[src/rtl/timer_pkg.sv]
// Shared definitions for the bridge-attached down-counting timer:
// FSM states, register addresses, CTRL field positions and mode encodings.
package timer_pkg;

   typedef enum logic [1:0] {
      IDLE = 2'd0,
      LOAD = 2'd1,
      CNT  = 2'd2,
      INT  = 2'd3
   } timer_state_e;

   localparam logic [1:0] ADDR_CTRL   = 2'd0;
   localparam logic [1:0] ADDR_PRESET = 2'd1;
   localparam logic [1:0] ADDR_COUNT  = 2'd2;

   localparam int unsigned CTRL_W   = 32'd4;
   localparam int unsigned EN_BIT   = 32'd0;
   localparam int unsigned MODE_LSB = 32'd1;
   localparam int unsigned IM_BIT   = 32'd3;

   localparam logic [1:0] MODE_ONESHOT = 2'b00;
   localparam logic [1:0] MODE_RELOAD  = 2'b01;

endpackage

[src/rtl/hw_timer.sv]
// Programmable down-counting timer with one-shot and auto-reload modes.
// Register file, FSM and counter share one module because bus writes override FSM updates.
module hw_timer
   import timer_pkg::*;
#(
   parameter int WIDTH = 32
) (
   input  logic        clk,
   input  logic        rst_n,
   input  logic [1:0]  addr,
   input  logic        we,
   input  logic [31:0] wdata,
   output logic [31:0] rdata,
   output logic        irq
);

   timer_state_e          state_r;
   timer_state_e          state_s;
   timer_state_e          fsm_state_s;
   logic [CTRL_W-1:0]     ctrl_r;
   logic [CTRL_W-1:0]     ctrl_s;
   logic [CTRL_W-1:0]     fsm_ctrl_s;
   logic [WIDTH-1:0]      preset_r;
   logic [WIDTH-1:0]      preset_s;
   logic [WIDTH-1:0]      count_r;
   logic [WIDTH-1:0]      count_s;
   logic [WIDTH-1:0]      fsm_count_s;
   logic                  irq_pend_r;
   logic                  irq_pend_s;
   logic                  fsm_pend_s;
   logic                  ctrl_wr_s;
   logic                  preset_wr_s;
   logic                  stop_s;

   assign ctrl_wr_s   = we && (addr == ADDR_CTRL);
   assign preset_wr_s = we && (addr == ADDR_PRESET);
   assign stop_s      = ctrl_wr_s && !wdata[EN_BIT];

   // FSM next state and counter update, before bus writes are applied
   always_comb begin
      fsm_state_s = state_r;
      fsm_count_s = count_r;
      fsm_ctrl_s  = ctrl_r;
      fsm_pend_s  = irq_pend_r;
      case (state_r)
         IDLE: begin
            fsm_state_s = ctrl_r[EN_BIT] ? LOAD : IDLE;
         end
         LOAD: begin
            fsm_count_s = preset_r;
            fsm_state_s = CNT;
         end
         CNT: begin
            if (!ctrl_r[EN_BIT]) begin
               fsm_state_s = IDLE;
            end else if (count_r <= WIDTH'(1)) begin
               // Saturate at zero so PRESET=0 terminates instead of wrapping.
               fsm_count_s = '0;
               fsm_pend_s  = 1'b1;
               fsm_state_s = INT;
            end else begin
               fsm_count_s = count_r - WIDTH'(1);
            end
         end
         INT: begin
            if (ctrl_r[MODE_LSB +: 2] == MODE_RELOAD) begin
               fsm_pend_s  = 1'b0;
               fsm_state_s = LOAD;
            end else begin
               fsm_ctrl_s[EN_BIT] = 1'b0;
               fsm_state_s        = IDLE;
            end
         end
         default: begin
            fsm_state_s = IDLE;
         end
      endcase
   end

   // A software write on the same edge as an FSM event wins.
   assign state_s    = stop_s ? IDLE : fsm_state_s;
   assign count_s    = stop_s ? count_r : fsm_count_s;
   assign ctrl_s     = ctrl_wr_s ? wdata[CTRL_W-1:0] : fsm_ctrl_s;
   assign preset_s   = preset_wr_s ? wdata[WIDTH-1:0] : preset_r;
   assign irq_pend_s = (ctrl_wr_s || preset_wr_s) ? 1'b0 : fsm_pend_s;

   // State, register file and counter flops
   always_ff @(posedge clk or negedge rst_n) begin
      if (!rst_n) begin
         state_r    <= IDLE;
         ctrl_r     <= '0;
         preset_r   <= '0;
         count_r    <= '0;
         irq_pend_r <= 1'b0;
      end else begin
         state_r    <= state_s;
         ctrl_r     <= ctrl_s;
         preset_r   <= preset_s;
         count_r    <= count_s;
         irq_pend_r <= irq_pend_s;
      end
   end

   // Read mux, zero-extending narrower fields to the 32-bit bus
   always_comb begin
      rdata = 32'd0;
      case (addr)
         ADDR_CTRL:   rdata[CTRL_W-1:0] = ctrl_r;
         ADDR_PRESET: rdata[WIDTH-1:0]  = preset_r;
         ADDR_COUNT:  rdata[WIDTH-1:0]  = count_r;
         default:     rdata             = 32'd0;
      endcase
   end

   assign irq = irq_pend_r & ctrl_r[IM_BIT];

endmodule

[config.mk]
export PLATFORM = sky130hd
export DESIGN_NAME = hw_timer
export DESIGN_NICKNAME = d
export VERILOG_FILES = /design/src/rtl/timer_pkg.sv /design/src/rtl/hw_timer.sv
export SDC_FILE = /design/constraint.sdc
export NUM_CORES = 1
export LEC_CHECK = 0
export ABC_CLOCK_PERIOD_IN_PS = 2600
export CAP_MARGIN = 10
export CELL_PAD_IN_SITES_DETAIL_PLACEMENT = 1
export CELL_PAD_IN_SITES_GLOBAL_PLACEMENT = 2
export CORE_ASPECT_RATIO = 2
export CORE_UTILIZATION = 34
export CTS_CLUSTER_DIAMETER = 40
export DETAILED_ROUTE_END_ITERATION = 7
export GPL_ROUTABILITY_DRIVEN = 1
export PLACE_DENSITY = 0.84
export RECOVER_POWER = 100
export SLEW_MARGIN = 20
export SYNTH_ARGS = -nofsm -noshare
export SYNTH_HDL_FRONTEND = slang
export SYNTH_SLANG_ARGS = --single-unit
[constraint.sdc]
create_clock -name clk -period 2.6 [get_ports clk]
set_input_delay 0.65 -clock clk [delete_from_list [all_inputs] [get_ports clk]]
set_output_delay 0.65 -clock clk [all_outputs]
set_load 0.01 [all_outputs]
==> results_tabular.tex <==
\begin{tabular}{lr}
\hline
Metric & Value \\
\hline
\multicolumn{2}{l}{\textbf{Synth}} \\
\quad Per-instance average area after synthesis & 9.59 um2 \\
\quad Number of warnings printed during yosys synthesis & 0 \\
\quad Cells after synthesis & 470 \\
\quad Sequential area share after synthesis & 0.394 \\
\quad Count of flip-flops with a built-in enable after synthesis & 0 \\
\quad Async set-or-reset flop fraction in the synthesized netlist & 1.00 \\
\quad Predominant post-synthesis flop cell & dfrtp\_1 \\
\quad Synthesized Nets & 516 \\
\quad Distinct cell type count of the synthesized netlist & 67 \\
\quad Netlist area before placement & 4510 um2 \\
\quad Number of synthesized register bits & 71 \\
\multicolumn{2}{l}{\textbf{Finish}} \\
\quad Commonest non-fill, non-tap cell in the layout & dfrtp\_1 \\
\quad Commonest non-fill, non-tap cells in the layout & 71 x dfrtp\_1, 40 x buf\_4, 35 x mux2\_2, 32 x clkdlybuf4s50\_1, 30 x nor2b\_1 \\
\quad Cell Count, Final, Fillers Out & 722 \\
\quad Number of fillers in the final layout & 1470 \\
\quad Total number of nets in the final design & 612 \\
\quad Area grow syn2layout & 30.9\% \\
\quad Ratio of cells with drive above 1 in the final layout & 0.218 \\
\quad Antenna fix cells & 0 \\
\multicolumn{2}{l}{\textbf{Clock network}} \\
\quad Clock-pin slew on the worst setup and hold paths & 60 ps \\
\quad H-tree levels & 3 \\
\quad Buffer depth of the longest clock path & 2 \\
\quad Sinks on the clock net & 71 \\
\quad Clock tree from TritonCTS & yes \\
\quad Later-pin clock latency in the skew report & 350 ps \\
\quad CTS buffer count & 9 \\
\quad Root buf cell & clkbuf\_16 \\
\quad Hold bufs inserted after CTS & 0 \\
\multicolumn{2}{l}{\textbf{Pwr}} \\
\quad Maximum resistive drop on vdd & 456 uV \\
\quad Leak Pwr & 2.46 nW \\
\quad Power per unit of standard cell area & 1050 nW/um2 \\
\quad Design Power & 6.20 mW \\
\multicolumn{2}{l}{\textbf{Floorplanning}} \\
\quad Overall die area & 13700 um2 \\
\quad Area of the core & 13000 um2 \\
\quad Number of I/O pins & 70 \\
\quad Num rows & 59 \\
\quad Overall die width & 83.4 um \\
\quad Y dimension of the die & 165 um \\
\quad Initial core utilization & 0.347 \\
\multicolumn{2}{l}{\textbf{Setup path}} \\
\quad Path type of the worst setup path & primary input to output port \\
\quad Critical path capture point & rdata[27] \\
\quad Data arrival time of the critical path & 1890 ps \\
\quad Number of buffer and inverter instances along the worst setup path & 5 \\
\quad Number of cells on the critical path & 7 \\
\quad Largest fanout of any net on the critical path & 3 \\
\quad Critical-path cell list & clkbuf\_2, inv\_2, buf\_4, ha\_4, clkbuf\_1, nor2b\_1, dlygate4sd2\_1 \\
\quad Startpoint of the most critical register-to-register path & count\_r[2] \\
\quad Cell class contributing the biggest share of worst-path delay & buffers and inverters \\
\quad Maximum cell stage delay along the critical path & 280 ps \\
\quad Terminus of the critical flop-to-flop path & count\_r[29] \\
\quad Launching instance or port of the critical path & addr[1] \\
\quad FF-to-FF setup slack & 130 ps \\
\quad Data required time of the critical path & 1950 ps \\
\quad Reg2Reg Depth & 5 \\
\quad Crit path capture type & output port \\
\quad Crit-path slowest cell & dlygate4sd2\_1 \\
\quad Critical Path Source Type & primary input \\
\multicolumn{2}{l}{\textbf{Placement}} \\
\quad Routability cong. & 0.920 \\
\quad Setup Slack @ Placement & -645 ps \\
\quad HPWL after detailed placement & 11100 um \\
\quad Port-buffer cells & 69 \\
\quad Cell total after placement & 705 \\
\multicolumn{2}{l}{\textbf{Status}} \\
\quad Result of the run & finished, final reports clean \\
\multicolumn{2}{l}{\textbf{Timing}} \\
\quad Final period util & 0.978 \\
\quad Final critical delay including setup and external delays & 2540 ps \\
\quad Number of pins with negative max-slew slack in the final report & 0 \\
\quad Final count of hold timing violations & 0 \\
\quad RSZ-0062 raised after global routing & no \\
\quad Setup Skew & 6.96 ps \\
\quad Final-layout setup total negative slack & 0 ps \\
\quad Max-slew headroom at the worst pin & 0.299 \\
\quad Smallest setup slack after layout & 56.2 ps \\
\quad Final setup violation count & 0 \\
\quad Transition time of the tightest slew-check pin & 1050 ps \\
\quad Highest achievable clock rate & 0.393 GHz \\
\multicolumn{2}{l}{\textbf{Route}} \\
\quad DRC marker count from the first detailed-route iteration & 230 \\
\quad First-pass iteration count of the detailed router & 5 \\
\quad Aggregate routed wire length & 15400 um \\
\quad Total DRC errors in the routed layout & 0 \\
\quad Ratio of routed vias to standard cells & 6.00 \\
\quad Count of antenna-violating nets left after detailed routing & 0 \\
\quad DR vias & 4333 \\
\quad Average detailed-routed wire length per instance & 21.3 um \\
\multicolumn{2}{l}{\textbf{GRT}} \\
\quad Residual overflow from global routing & 0 \\
\quad Global-route wire length before repair & 24600 um \\
\quad Largest net degree at the start of global routing & 34 \\
\quad Via count of the first global-routing pass & 4680 \\
\quad Initial antenna violation count & 0 \\
\quad Overall Global Routing Usage & 0.230 \\
\multicolumn{2}{l}{\textbf{Worst hold path}} \\
\quad Class of the worst hold path & primary input to asynchronous set/reset pin \\
\multicolumn{2}{l}{\textbf{Flow run}} \\
\quad Max\_cap viols & 0 \\
\hline
\end{tabular}
-- state kept, by name (all words and copies together) (netlist names) --
| name | cells |
|---|---|
| count_r | 32 |
| ctrl_r | 4 |
| irq_pend_r | 1 |
| preset_r | 32 |
| state_r | 2 |
-- cell families (layout without fill, tap and decap cells) --
family,count (synthesis),in the layout,share of synthesized area
multiplexers,35,35,0.0875
flip-flops,71,71,0.394
adder cells (fa/ha/maj),9,9,0.0250
AND/OR/NAND/NOR,185,185,0.249
AO/OA/AOI/OAI,121,121,0.192
buffers and inverters,49,149,0.0525
-- cell usage after synthesis, drive strengths merged (2+ instances only) --
library cell  instances  area [um2]
or3                  12        82.6
a221o                 2        20.0
nor2                 21        78.8
a22oi                32         240
or4                   5        48.8
dfrtp                71        1780
o21ai                10        50.0
nand2                19        71.3
a21oi                26         130
buf                  13        78.8
a31oi                 3        18.8
nor3b                 2        26.3
o211a                 2        20.0
ha                    9         113
and2                  3        18.8
clkbuf               25         116
nor2b                30         188
nand4b                2        17.5
a41oi                 3        26.3
o211ai               11        87.6
a222oi                4        40.0
nand3                23         115
nand3b                5        37.5
o2111ai               5        43.8
nor4                  8        80.1
nor3                  9        45.0
and3                 22         139
mux2                 35         394
o31a                  2        18.8
inv                  11        41.3
o221ai                3        26.3
nand4                17         113
o31ai                 6        45.0
-- worst min path at each step --
stage / from / to / slack, ps
detailed placement: preset_r[23] / preset_r[23] / 520
global route: preset_r[23] / preset_r[23] / 550
CTS: rst_n / preset_r[9] / 270
global placement: ctrl_r[3] / ctrl_r[3] / 510
finish: rst_n / preset_r[9] / 470
floorplan: rst_n / count_r[0] / 350
-- worst reg2reg max path, delay by kind of cell (launching register included) --
family          cells  cell delay [ps]
simple gates        3             1550
flops               1              470
compound gates      2              340
-- power breakdown --
| group | leakage, nW | switching, mW | internal (mW) |
|---|---|---|---|
| Combinational | 1.48 | 1.73 | 1.33 |
| Clock | 0.135 | 0.489 | 0.735 |
| Sequential | 0.853 | 0.415 | 1.51 |
-- per-layer routing --
layer / routed length [um] / global-route usage / vias to the layer above
met5: 0 / 0 / -
met1: 5900 / 0.252 / 2215
met3: 436 / 0.0370 / 31
met2: 8550 / 0.427 / 98
met4: 495 / 0.111 / 0
li1: - / - / 1989
-- area by class of cell --
class                      count  area, um2  area share
multi-input combinational    350       2530       0.430
sequential                    71       1780       0.301
timing repair buffer         123       1070       0.182
clock buffer                  11        233      0.0395
tap                          152        190      0.0322
clock inverter                 4       47.5     0.00806
inverter                      11       41.3     0.00700
-- metrics by stage --
stage / area (um2) / hold slack (ps) / utilization
finish: 5900 / 471 / 0.454
global route: 5900 / 549 / 0.454
CTS: 5960 / 270 / 0.459
detailed placement: 5660 / 519 / 0.436
global placement: 5660 / 508 / 0.436
floorplan: 4510 / 354 / -
-- what timing repair did --
item	in CTS	in global routing
gates cloned	1	0
pin swaps	5	2
resized for setup	60	4
setup buffers	0	1
endpoints found under the setup margin	41	12
Note: power is estimated with default switching activity, not from simulation.
